## src/rtl/exu_wbck_arb.sv

```systemverilog
// exu_wbck_arb: LSU-priority regfile write-back arbiter with ALU starvation promotion; WBCK_ARB_REG_OUT_EN registers the regfile write
`ifndef XLEN
`define XLEN 32
`endif
`ifndef RFIDX_WIDTH
`define RFIDX_WIDTH 5
`endif
module exu_wbck_arb #(
  parameter int STARVE_MAX = 4,
  parameter int CNT_W = 4
) (
  input  logic                    clk,
  input  logic                    rst,
  input  logic                    alu_wbck_i_valid,
  output logic                    alu_wbck_i_ready,
  input  logic [`XLEN-1:0]        alu_wbck_i_wdat,
  input  logic [`RFIDX_WIDTH-1:0] alu_wbck_i_rdidx,
  input  logic                    lsu_wbck_i_valid,
  output logic                    lsu_wbck_i_ready,
  input  logic [`XLEN-1:0]        lsu_wbck_i_wdat,
  input  logic [`RFIDX_WIDTH-1:0] lsu_wbck_i_rdidx,
  output logic                    rf_wbck_o_ena,
  output logic [`XLEN-1:0]        rf_wbck_o_wdat,
  output logic [`RFIDX_WIDTH-1:0] rf_wbck_o_rdidx,
  output logic                    arb_o_alu_prio
);
  logic [CNT_W-1:0] starv_cnt;
  logic alu_gnt, lsu_gnt, mux_ena;
  logic [`XLEN-1:0] mux_wdat;
  logic [`RFIDX_WIDTH-1:0] mux_rdidx;
  assign arb_o_alu_prio = starv_cnt == CNT_W'(STARVE_MAX);
  // grant selection and write mux; nothing is granted while in reset, and x0 writes handshake but never enable
  always_comb begin
    alu_gnt = ~rst & alu_wbck_i_valid & (~lsu_wbck_i_valid | arb_o_alu_prio);
    lsu_gnt = ~rst & lsu_wbck_i_valid & ~alu_gnt;
    mux_wdat = alu_gnt ? alu_wbck_i_wdat : lsu_gnt ? lsu_wbck_i_wdat : '0;
    mux_rdidx = alu_gnt ? alu_wbck_i_rdidx : lsu_gnt ? lsu_wbck_i_rdidx : '0;
    mux_ena = (alu_gnt | lsu_gnt) & (mux_rdidx != '0);
  end
  assign alu_wbck_i_ready = alu_gnt;
  assign lsu_wbck_i_ready = lsu_gnt;
  // starvation counter: cleared by any ALU grant, counts ALU-denied cycles up to the promotion threshold
  always_ff @(posedge clk or posedge rst) begin
    if (rst) starv_cnt <= '0;
    else if (alu_gnt) starv_cnt <= '0;
    else if (alu_wbck_i_valid & lsu_gnt & ~arb_o_alu_prio) starv_cnt <= starv_cnt + CNT_W'(1);
  end
`ifdef WBCK_ARB_REG_OUT_EN
  // retimed regfile write; an in-flight write is dropped on reset
  always_ff @(posedge clk or posedge rst) begin
    if (rst) begin
      rf_wbck_o_ena <= 1'b0;
      rf_wbck_o_wdat <= '0;
      rf_wbck_o_rdidx <= '0;
    end else begin
      rf_wbck_o_ena <= mux_ena;
      rf_wbck_o_wdat <= mux_wdat;
      rf_wbck_o_rdidx <= mux_rdidx;
    end
  end
`else
  assign rf_wbck_o_ena = mux_ena;
  assign rf_wbck_o_wdat = mux_wdat;
  assign rf_wbck_o_rdidx = mux_rdidx;
`endif
endmodule

```

## config.mk

```make
export PLATFORM = sky130hd
export DESIGN_NAME = exu_wbck_arb
export DESIGN_NICKNAME = d
export VERILOG_FILES = /design/src/rtl/exu_wbck_arb.sv
export SDC_FILE = /design/constraint.sdc
export NUM_CORES = 1
export LEC_CHECK = 0
export BUFFER_PORTS_ARGS = -buffer_cell sky130_fd_sc_hd__buf_2
export CAP_MARGIN = 40
export CORE_MARGIN = 1
export CORE_UTILIZATION = 29
export CTS_CLUSTER_DIAMETER = 120
export DETAILED_ROUTE_END_ITERATION = 16
export PLACE_DENSITY = 0.85
export SYNTH_ARGS = -nofsm -noshare
export SYNTH_HDL_FRONTEND = slang
export SYNTH_SLANG_ARGS = --single-unit
```

## constraint.sdc

```tcl
create_clock -name clk -period 3.65 [get_ports clk]
set_input_delay 0.365 -clock clk [delete_from_list [all_inputs] [get_ports clk]]
set_output_delay 0.365 -clock clk [all_outputs]
set_load 0.01 [all_outputs]
```

# Word-level counts from Yosys, hierarchy flattened
# Index checks and enable logic that the tools add are counted.
op_classes:
  n_reduce_logical: 2
  add_sub_neg: 1
  mux: 6
  n_eq_ne: 1
  n_bitwise: 13
ops:
  columns: ["op", "n"]
  rows:
  - ["2-to-1 mux 32 bit", 2]
  - ["2-to-1 mux 5 bit", 2]
  - ["2-to-1 mux 4 bit", 2]
  - ["bitwise AND 1 bit", 7]
  - ["nonzero test 5 bit", 1]
  - ["adder 4 x 1 -> 4 bit (second input constant)", 1]
  - ["== test 4 x 3 -> 1 bit (second input constant)", 1]
  - ["inverter 1 bit", 4]
  - ["OR 1 bit", 2]
  - ["nonzero test 2 bit", 1]
totals:
  inputBits: 78
  register_bits: 4
  out_inout_bits: 41

# Logic depth before layout (Yosys ltp)
# Gate-level depths: netlist of run 1.
logic_depth:
  ltp_word: 9
  mapped_depth: 8

# Worst setup path before layout of run 1
# Ideal clock, no wire load.
synth_path:
  path_type: "register -> output"
  from: "reg starv_cnt[0]"
  to: "out rf_wbck_o_wdat[16]"
  t_arrival_ns: 1.403
  n_path_buf: 2
  required_time_ns: 3.285
  path_stages_with_launch: 9
  slack_ns: 1.882
  path_cell_list: "dfrtp_1 > inv_1 > ha_1 > nand3b_4 > inv_2 > a21oi_2 > buf_6 > buf_6 > a22o_1"
synth_via:
  elab_chain_cells: 7
synth_rtl:
  columns: ["item", "line", "source"]
  rows:
  - ["start, declared", "27", "logic [CNT_W-1:0] starv_cnt;"]
  - ["start signal, assigned", "46", "else if (alu_wbck_i_valid & lsu_gnt & ~arb_o_alu_prio) starv_cnt <= starv_cnt + CNT_W'(1);"]
  - ["== test 4 x 3 -> 1 bit *", "31", "assign arb_o_alu_prio = starv_cnt == CNT_W'(STARVE_MAX);"]
  - ["named net arb_o_alu_prio", "25", "output logic arb_o_alu_prio"]
  - ["OR 1 bit *", "34", "alu_gnt = ~rst & alu_wbck_i_valid & (~lsu_wbck_i_valid | arb_o_alu_prio);"]
  - ["bitwise AND 1 bit *", "34", null]
  - ["inverter 1 bit", "35", "lsu_gnt = ~rst & lsu_wbck_i_valid & ~alu_gnt;"]
  - ["bitwise AND 1 bit", "35", null]
  - ["2-to-1 mux 32 bit", "36", "mux_wdat = alu_gnt ? alu_wbck_i_wdat : lsu_gnt ? lsu_wbck_i_wdat : '0;"]
  - ["2-to-1 mux 32 bit *", "36", null]
  - ["end, declared", "23", "output logic [`XLEN-1:0] rf_wbck_o_wdat,"]
# Mark *: on every way through the listed nets, which the timed path passes. The rest lies on a longest branch.

# Worst setup path after layout of run 1
layout_path:
  from: "reg starv_cnt[0]"
  to: "out rf_wbck_o_wdat[4]"
layout_via:
  elab_chain_cells: 7
layout_rtl:
  columns: ["item", "line"]
  rows:
  - ["== test 4 x 3 -> 1 bit *", "31"]
  - ["OR 1 bit *", "34"]
  - ["bitwise AND 1 bit *", "34"]
  - ["inverter 1 bit", "35"]
  - ["bitwise AND 1 bit", "35"]
  - ["2-to-1 mux 32 bit", "36"]
  - ["2-to-1 mux 32 bit *", "36"]
# Mark *: on every way between the ends. The rest lies on a longest branch, timed or not.

==> results of run 1 <==
kinds of logic after synthesis:
logic type	Yosys count	share of synthesized area
flops	4	0.143
simple gates	19	0.167
compound gates	44	0.534
fa+ha+maj	2	0.0358
buf+inv	13	0.120
area by class of cell:
cell class / count / area (sq um)
Fill cell: 226 / 937
Timing Repair Buffer: 120 / 606
Multi-Input combinational cell: 65 / 514
Sequential cell: 4 / 100
Tap cell: 28 / 35.0
Clock buffer: 3 / 22.5
Inverter: 5 / 18.8
power breakdown:
| part | internal [W] | switching, W |
|---|---|---|
| Sequential | 0.0000568 | 0.0000168 |
| Clock | 0.0000366 | 0.0000159 |
| Combinational | 0.000131 | 0.000140 |
| Total | 0.000224 | 0.000172 |
layer usage:
| layer | up-vias | GRT usage |
|---|---|---|
| li1 | 562 | - |
| met2 | 51 | 0.364 |
| met1 | 485 | 0.255 |
| met5 | - | 0 |
| met3 | 0 | 0.0417 |
| met4 | 0 | 0.0556 |
how the worst min path moves through the flow:
stage,to,slack (ps)
6_report,starv_cnt[2],40
5_1_grt,starv_cnt[2],60
4_1_cts,starv_cnt[2],30
3_5_place_dp,starv_cnt[2],280
3_3_place_gp,starv_cnt[2],270
2_1_floorplan,starv_cnt[0],130
cell usage in the layout, fill, tap and decap left out, types with 2 or more instances in the layout:
master / n
inv_1: 4
clkbuf_4: 3
o21ai_0: 2
buf_2: 118
buf_4: 2
nand4b_1: 2
nand2_1: 4
dfrtp_1: 4
nor3_1: 2
nand3_1: 3
a21oi_2: 2
nand2b_1: 3
nor2_1: 2
a22o_1: 38
ha_1: 2
stage by stage:
| step | worst slack, ps | util | total power [W] | hold WS [ps] | instances |
|---|---|---|---|---|---|
| finish | 906 | 0.580 | 0.000397 | 36.0 | 225 |
| CTS | 905 | 0.580 | 0.000400 | 27.0 | 225 |
| detailed placement | 1160 | 0.570 | 0.000344 | 278 | 222 |
| global placement | 1190 | 0.570 | 0.000339 | 273 | 222 |
| global route | 766 | 0.580 | 0.000428 | 56.9 | 225 |
| floorplan | 1880 | - | 0.000235 | 131 | 82 |
worst reg2reg max path, cell delays in order (launching register included):
cell and delay [ps]:
dfrtp_1 410, inv_1 80, ha_1 190, nand3b_4 120, a31oi_1 210, o22ai_1 110
==> reports/results.tsv, run 1 <==
stage	metric	value	unit
place	placedInstanceArea	1270	sq um
status	status	finished clean	
grt	grt_max_degree	23	
detailed_routing	via_count	1098	
floorplanning	die_area	2610	sq um
final_layout	top_regs	starv_cnt x4	
place	place_congestion	0.738	
detailed_routing	postRouteAntennaNets	0	
cts	htreeDepth	1	
power	vdd_ir_drop_max	0.207	mV
setup_path	r2r_setup_slack	2400	ps
detailed_routing	wire_per_inst	13.4	um
detailed_routing	highest_layer	met3	
synthesis	synth_edf_count	0	
sta	relSlewSlack	0.476	
setup_path	crit_cells	7	
detailed_routing	wl_met1	1250	um
place	dp_hpwl	2480	um
synthesis	synth_nets	162	
place	port_buffers	118	
floorplanning	ioPinCount	119	
power	p_leak	0.808	nW
final_layout	syn2layout_area_growth	85.7	%
cts	post_cts_buffers	0	
synthesis	yosysWarningCount	0	
setup_path	worstSetupPathType	reg -> out	
sta	setup_viol	0	
sta	hold_violations	0	
final_layout	design_area	1300	sq um
sta	fin_crit	2740	ps
detailed_routing	vias_per_cell	4.88	
final_layout	diodes	0	
floorplanning	die_y	51.1	um
synthesis	yosysTopAreaCellShare	0.477	
floorplanning	fp.dieW	51.1	um
detailed_routing	dr_wl_met3	316	um
hold_path	hp-class	in -> async	
final_layout	largest-register	starv_cnt	
floorplanning	rows	17	
cts	cts-root-buf	clkbuf_4	
grt	grt.overflow.total	0	
power	powerDensity	306	nW/um^2
setup_path	timing.rr.start	starv_cnt[0]	
final_layout	layout.nets	279	
floorplanning	start_util	0.313	
cts	clock_sinks	4	
final_layout	largest_register_ffs	4	
setup_path	cp-startpoint	starv_cnt[0]	
synthesis	avgSynthCellArea	8.51	sq um
final_layout	drive_gt1_frac	0.645	
cts	insertion_delay	230	ps
setup_path	crit_buf_inv	3	
setup_path	cp.arrival	2380	ps
setup_path	worst_path_max_delay_cell	a21oi_2	
sta	skew	3.23	ps
setup_path	slowest_delay	640	ps
cts	cts.path.max_buffers	2	
setup_path	endpoint_kind	output port	
detailed_routing	drt_pass1_iterations	4	
synthesis	syn_inst	82	
synthesis	synth_cell_type_count	20	
setup_path	worstPathCellList	inv_1 > ha_1 > nand3b_4 > a21oi_2 > buf_4 > a22o_1 > buf_2	
cts	holdBufCountCts	0	
sta	fmax	364	MHz
synthesis	yosysSeqAreaShare	0.143	
setup_path	critical_path.startpoint_type	flop	
grt	grt_pass1_wl	4180	um
cts	tritoncts	yes	
synthesis	async_reset_ff_frac	1.00	
detailed_routing	routed_wl	3020	um
synthesis	synth_flop_cell	dfrtp_1	
detailed_routing	wl_met2	1450	um
setup_path	required	3280	ps
cts	ctsResizeCount	0	
synthesis	synth_top_cell_by_area	a22o_1	
synthesis	synthesis.area	698	sq um
sta	maxSlewViolCount	0	
sta	period_share	0.752	
job	drv_cap	0	
cts	cts_buffers	3	
setup_path	cpLargestDelayFamily	compound AO/OA/AOI/OAI gates	
grt	grt_use_total	0.208	
sta	setup_tns	0	ps
setup_path	r2r_cells	5	
sta	tightest_slew	787	ps
synthesis	synthTopCellsByArea	a22o_1 (48%), dfrtp_1 (14%), buf_6 (6.5%)	
synthesis	post-synth-top-count-cell	a22o_1	
grt	grt_pass1_vias	956	
setup_path	endpoint	rf_wbck_o_wdat[4]	
cts	path_clk_slew	40	ps
setup_path	cp_max_fo	22	
setup_path	r2r-end	starv_cnt[3]	
synthesis	synth-seq-cells	4	
sta	rsz0062_at_grt	false	
detailed_routing	drt_iter0_markers	20	
detailed_routing	drcViolationCount	0	
grt	antenna_found_initial	0	
floorplanning	core_area	2230	sq um
(Power assumes the default switching activity.)
==> inputs of run 2 (changes only) <==
CORE_UTILIZATION = 27   (was 29)
PLACE_DENSITY = 0.8   (was 0.85)
clock period = 2.66 ns   (was 3.65 ns; I/O delays follow)
==> run 2 against run 1 <==
Net effect:
- core utilization down 4.4 points
- largest cell class unchanged
- clock power is 40% higher
- flip-flop and latch count is the same
- wire length is 7.4% lower
- clock skew decreased by 2.5 ps
- power up 36%
- cell count up 1.8%
- largest power group unchanged
- first-iteration DRC count increased by 10%
- setup slack worse by 430 ps
- critical path depth stayed put
==> reports/results.tsv, run 2 (same netlist as run 1, synthesis figures left out) <==
stage	metric	value	unit	change
sta	fin_crit	2190	ps	
setup_path	cp-startpoint	rst		was starv_cnt[0]
setup_path	worstSetupPathType	in -> out		was reg -> out
power	switching_power	0.000229	W	was 0.000172 W
floorplanning	die_y	52.9	um	was 51.1 um
floorplanning	start_util	0.284		was 0.313
setup_path	r2r_setup_slack	1460	ps	was 2400 ps
setup_path	r2r-end	starv_cnt[3]		unchanged
final_layout	final_common_cell	buf_2		unchanged
setup_path	cp_max_fo	27		was 22
cts	htreeDepth	1		unchanged
sta	setup_viol	0		unchanged
setup_path	worst_path_most_repeated_cell	buf_2		
power	p_leak	0.818	nW	was 0.808 nW
final_layout	diodes	0		unchanged
power	p_seq_frac	0.185		was 0.186
grt	grt_pass1_vias	894		was 956
hold_path	whs_path_depth	3		
final_layout	fin_util	0.536		was 0.580
setup_path	critical_path.startpoint_type	primary input		was flop
setup_path	timing.rr.start	starv_cnt[0]		unchanged
floorplanning	ioPinCount	119		unchanged
detailed_routing	via_count	1136		was 1098
final_layout	syn2layout_area_growth	88.5	%	was 85.7%
grt	grt_use_met3	0.0201		was 0.0417
power	power_frac_comb	0.679		was 0.682
sta	rsz0062_at_grt	false		unchanged
power	power.clock.fraction	0.136		was 0.132
place	place_congestion	0.712		was 0.738
detailed_routing	vias_per_cell	4.96		was 4.88
cts	insertion_delay	230	ps	about the same
final_layout	largest-register	starv_cnt		unchanged
hold_path	hold_start	lsu_wbck_i_valid		
grt	grt_use_total	0.171		was 0.208
floorplanning	rows	18		was 17
floorplanning	core_area	2450	sq um	was 2230 sq um
cts	cts.path.max_buffers	2		unchanged
sta	setup_tns	0	ps	unchanged
cts	clock_sinks	4		unchanged
grt	grt_use_met2	0.338		was 0.364
cts	tritoncts	yes		unchanged
place	port_buffers	118		unchanged
grt	antenna_found_initial	0		unchanged
setup_path	slowest_delay	530	ps	was 640 ps
detailed_routing	drt_pass1_iterations	4		unchanged
grt	grt_max_degree	40		was 23
detailed_routing	wire_per_inst	12.2	um	was 13.4 um
power	internal-power	0.000311	W	was 0.000224 W
final_layout	top_regs	starv_cnt x4		unchanged
final_layout	fill_cells	262		was 226
place	placedInstanceArea	1280	sq um	was 1270 sq um
place	dp_hpwl	2280	um	was 2480 um
grt	grt_busiest_layer	met2		unchanged
final_layout	drive_gt1_frac	0.643		was 0.645
job	drv_cap	0		unchanged
power	p_sw_frac	0.424		was 0.434
power	powerDensity	410	nW/um^2	was 306 nW/um^2
setup_path	worst_path_max_delay_cell	dlygate4sd3_1		was a21oi_2
final_layout	regArea	100	sq um	unchanged
hold_path	whs_endpoint	starv_cnt[2]		
cts	path_clk_slew	40	ps	about the same
floorplanning	fp.dieW	52.9	um	was 51.1 um
final_layout	largest_register_ffs	4		unchanged
grt	grt.overflow.total	0		unchanged
sta	hold_violations	0		unchanged
final_layout	multi_input_comb_area	514	sq um	unchanged
detailed_routing	postRouteAntennaNets	0		unchanged
floorplanning	die_area	2790	sq um	was 2610 sq um
setup_path	endpoint_kind	output port		unchanged
sta	fmax	457	MHz	
setup_path	r2r_cells	5		unchanged
grt	met1_usage	0.183		was 0.255
final_layout	design_area	1320	sq um	was 1300 sq um
status	status	finished clean		unchanged
sta	skew	0.718	ps	was 3.23 ps
cts	cts-root-buf	clkbuf_4		unchanged
power	vdd_ir_drop_max	0.387	mV	was 0.207 mV
sta	relSlewSlack	0.755		was 0.476
final_layout	layout.nets	281		was 279
setup_path	cp.arrival	1920	ps	was 2380 ps
setup_path	required	2390	ps	was 3280 ps
sta	period_share	0.823		
sta	maxSlewViolCount	0		unchanged
detailed_routing	routed_wl	2790	um	was 3020 um
hold_path	hp-class	in -> reg		was in -> async
detailed_routing	drcViolationCount	0		unchanged
sta	tightest_slew	368	ps	was 787 ps
final_layout	final_cell_mix	buf_2 (118), a22o_1 (38), nand2_1 (4), inv_1 (4), dfrtp_1 (4)		unchanged
grt	grt_pass1_wl	3610	um	was 4180 um
detailed_routing	drt_iter0_markers	22		was 20
setup_path	worstPathCellList	dlygate4sd3_1 > buf_2 > nand2b_1 > a21oi_2 > buf_4 > a22o_1 > buf_2		was inv_1 > ha_1 > nand3b_4 > a21oi_2 > buf_4 > a22o_1 > buf_2
cts	cts_buffers	3		unchanged
## run 2: how the worst max path moves through the flow
stage	to	slack, ps	cells after the start
CTS	rf_wbck_o_wdat[24]	470	7
global route	rf_wbck_o_wdat[20]	370	7
finish	rf_wbck_o_wdat[24]	470	7
detailed placement	rf_wbck_o_wdat[24]	750	8
floorplan	rf_wbck_o_wdat[16]	990	8
global placement	rf_wbck_o_wdat[20]	760	8
## run 2: timing repair
item / 4_1_cts / 5_1_grt
hold buffers: 1 / 0
resized for setup: 0 / 0
endpoints found under the hold margin: 4 / 0
setup buffers: 0 / 0
## run 2: power by group through the flow
| stage | registers [W] | logic [W] | clock network (W) |
|---|---|---|---|
| floorplan | 0.0000957 | 0.000227 | 0 |
| global placement | 0.0000988 | 0.000366 | 0 |
| detailed placement | 0.000100 | 0.000368 | 0 |
| CTS | 0.0000991 | 0.000370 | 0.0000787 |
| global route | 0.000102 | 0.000405 | 0.0000792 |
| finish | 0.0000999 | 0.000366 | 0.0000733 |
## run 2: through the flow
stage,hold WS [ps],worst slack (ps),cells,power (W)
2_1_floorplan,32.1,991,82,0.000322
3_3_place_gp,169,758,225,0.000465
3_5_place_dp,168,751,225,0.000468
4_1_cts,372,467,229,0.000548
5_1_grt,405,367,229,0.000586
6_report,380,472,229,0.000540
## run 2: critical path, delay by kind of cell
family	cells	cell delay (ps)
AO/OA/AOI/OAI	2	360
buffers and inverters	4	1080
AND/OR/NAND/NOR	1	200
## run 2: final cells by class
class | instances | share of cell area
Timing Repair Buffer | 122 | 0.473
Multi-Input combinational cell | 65 | 0.391
Sequential cell | 4 | 0.0760
Tap cell | 30 | 0.0285
Clock buffer | 3 | 0.0171
Inverter | 5 | 0.0143
## run 2: per-layer routing
metal / routed length, um / vias to the layer above
met4: 19 / 0
met1: 1060 / 522
li1: - / 567
met3: 269 / 2
met5: 0 / -
met2: 1450 / 45
==> inputs of run 3 (changes only) <==
clock period = 2.25 ns   (was 2.66 ns; I/O delays follow)
==> run 3 against run 2 <==
Net effect:
- critical path depth unchanged
- design area grew 0.57%
- core utilization up 0.31 points
- highest routed layer is now met3
==> reports/results.tsv, run 3 (same netlist as run 1, synthesis figures left out) <==
stage	metric	value	unit	change
status	status	finished clean		unchanged
final_layout	layout.nets	282		was 281
setup_path	r2r_setup_slack	1050	ps	was 1460 ps
cts	tritoncts	yes		unchanged
cts	path_clk_slew	40	ps	about the same
sta	setup_viol	0		unchanged
setup_path	cp.arrival	1910	ps	was 1920 ps
final_layout	largest-register	starv_cnt		unchanged
sta	maxSlewViolCount	0		unchanged
power	p_seq_frac	0.181		was 0.185
sta	skew	3.74	ps	was 0.718 ps
setup_path	worstPathCellList	dlygate4sd3_1 > buf_2 > nand2b_1 > a21oi_2 > buf_4 > a22o_1 > buf_2		unchanged
power	p_total	0.000645	W	was 0.000540 W
floorplanning	fp.dieW	52.9	um	unchanged
detailed_routing	postRouteAntennaNets	0		unchanged
sta	rsz0062_at_grt	false		unchanged
floorplanning	die_y	52.9	um	unchanged
final_layout	top_regs	starv_cnt x4		unchanged
setup_path	worst_path_max_delay_cell	dlygate4sd3_1		unchanged
detailed_routing	routed_wl	2870	um	was 2790 um
setup_path	endpoint_kind	output port		unchanged
setup_path	required	2030	ps	was 2390 ps
place	place_congestion	0.717		was 0.712
detailed_routing	drt_iter0_markers	19		was 22
sta	fin_crit	2140	ps	
final_layout	final_common_cell	buf_2		unchanged
floorplanning	core_area	2450	sq um	unchanged
cts	insertion_delay	230	ps	about the same
final_layout	fin_util	0.539		was 0.536
floorplanning	die_area	2790	sq um	unchanged
setup_path	worstSetupPathType	in -> out		unchanged
grt	antenna_found_initial	0		unchanged
detailed_routing	wire_per_inst	12.5	um	was 12.2 um
power	switching_power	0.000275	W	was 0.000229 W
sta	setup_tns	0	ps	unchanged
sta	final.setup.worst_slack	114	ps	was 472 ps
grt	grt.overflow.total	0		unchanged
cts	cts-root-buf	clkbuf_4		unchanged
detailed_routing	via_count	1108		was 1136
grt	grt_pass1_vias	848		was 894
setup_path	slowest_delay	530	ps	about the same
cts	htreeDepth	1		unchanged
place	dp_hpwl	2300	um	was 2280 um
power	p_leak	0.823	nW	was 0.818 nW
sta	tightest_slew	308	ps	was 368 ps
final_layout	diodes	0		unchanged
power	power_frac_comb	0.684		was 0.679
power	vdd_ir_drop_max	0.406	mV	was 0.387 mV
sta	hold_violations	0		unchanged
final_layout	drive_gt1_frac	0.645		was 0.643
detailed_routing	drcViolationCount	0		unchanged
setup_path	cp_max_fo	27		unchanged
power	power.clock.fraction	0.135		was 0.136
floorplanning	start_util	0.284		unchanged
sta	period_share	0.949		
cts	cts_buffers	3		unchanged
job	drv_cap	0		unchanged
power	internal-power	0.000370	W	was 0.000311 W
place	port_buffers	118		unchanged
grt	grt_pass1_wl	3640	um	was 3610 um
detailed_routing	drt_pass1_iterations	4		unchanged
power	p_sw_frac	0.427		was 0.424
final_layout	syn2layout_area_growth	89.6	%	was 88.5%
sta	fmax	468	MHz	
sta	hold_ws	328	ps	was 380 ps
final_layout	final_cell_mix	buf_2 (118), a22o_1 (38)		was buf_2 (118), a22o_1 (38), nand2_1 (4), inv_1 (4), dfrtp_1 (4)
place	place_ws	392	ps	was 751 ps
setup_path	critical_path.startpoint_type	primary input		unchanged
grt	grt_max_degree	33		was 40
hold_path	hp-class	in -> reg		unchanged
setup_path	worst_path_most_repeated_cell	buf_2		unchanged
cts	cts.path.max_buffers	2		unchanged
power	powerDensity	487	nW/um^2	was 410 nW/um^2
floorplanning	rows	18		unchanged
sta	relSlewSlack	0.794		was 0.755
final_layout	largest_register_ffs	4		unchanged
cts	clock_sinks	4		unchanged
floorplanning	ioPinCount	119		unchanged
grt	grt_use_total	0.173		was 0.171
detailed_routing	vias_per_cell	4.82		was 4.96
run 3: cell count changes in the layout (fill, tap and decap cells not counted), sizes merged:
cell and delta:
buf +1
run 3: routing by layer:
layer / vias up / wire, um / GRT usage
met5: - / 0 / 0
met4: 0 / 0 / 0.0526
met3: 0 / 236 / 0.0115
met2: 49 / 1450 / 0.319
met1: 492 / 1190 / 0.210
li1: 567 / - / -
run 3: per-stage QoR:
step / cells / instance area, sq um
2_1_floorplan: 82 / 698
3_3_place_gp: 226 / 1290
3_5_place_dp: 226 / 1290
4_1_cts: 230 / 1320
5_1_grt: 230 / 1320
6_report: 230 / 1320
run 3: power by group through the flow:
| stage | logic (W) | clock network [W] | registers, W |
|---|---|---|---|
| floorplan | 0.000268 | 0 | 0.000113 |
| global placement | 0.000435 | 0 | 0.000117 |
| detailed placement | 0.000438 | 0 | 0.000119 |
| CTS | 0.000442 | 0.0000930 | 0.000117 |
| global route | 0.000484 | 0.0000944 | 0.000120 |
| finish | 0.000441 | 0.0000871 | 0.000117 |
run 3: final cells by class:
class | count | area [sq um]
inverter | 5 | 18.8
sequential | 4 | 100
multi-input combinational | 65 | 514
timing repair buffer | 123 | 631
clock buffer | 3 | 22.5
fill | 257 | 1130
tap | 30 | 37.5
run 3: worst max-delay path: cells and delay by family:
kind / cells / cell delay, ps
AOI/OAI and AO/OA: 2 / 370
and+or+nand+nor: 1 / 210
buffers and inverters: 4 / 1100
run 3: worst paths after layout:
check	startpoint	end	cells past startpoint
setup / recovery	rst	rf_wbck_o_wdat[20]	7
setup reg to reg	starv_cnt[0]	starv_cnt[3]	5
hold reg to reg	starv_cnt[0]	starv_cnt[0]	1
max in group asynchronous	rst	starv_cnt[0]	3
min in group asynchronous	rst	starv_cnt[1]	3
hold / removal	lsu_wbck_i_valid	starv_cnt[1]	3
run 3: timing repair:
action,CTS,global route
hold buffers,1,0
setup buffers,0,0
hold endpoints to repair,4,0
gates resized for setup,0,0
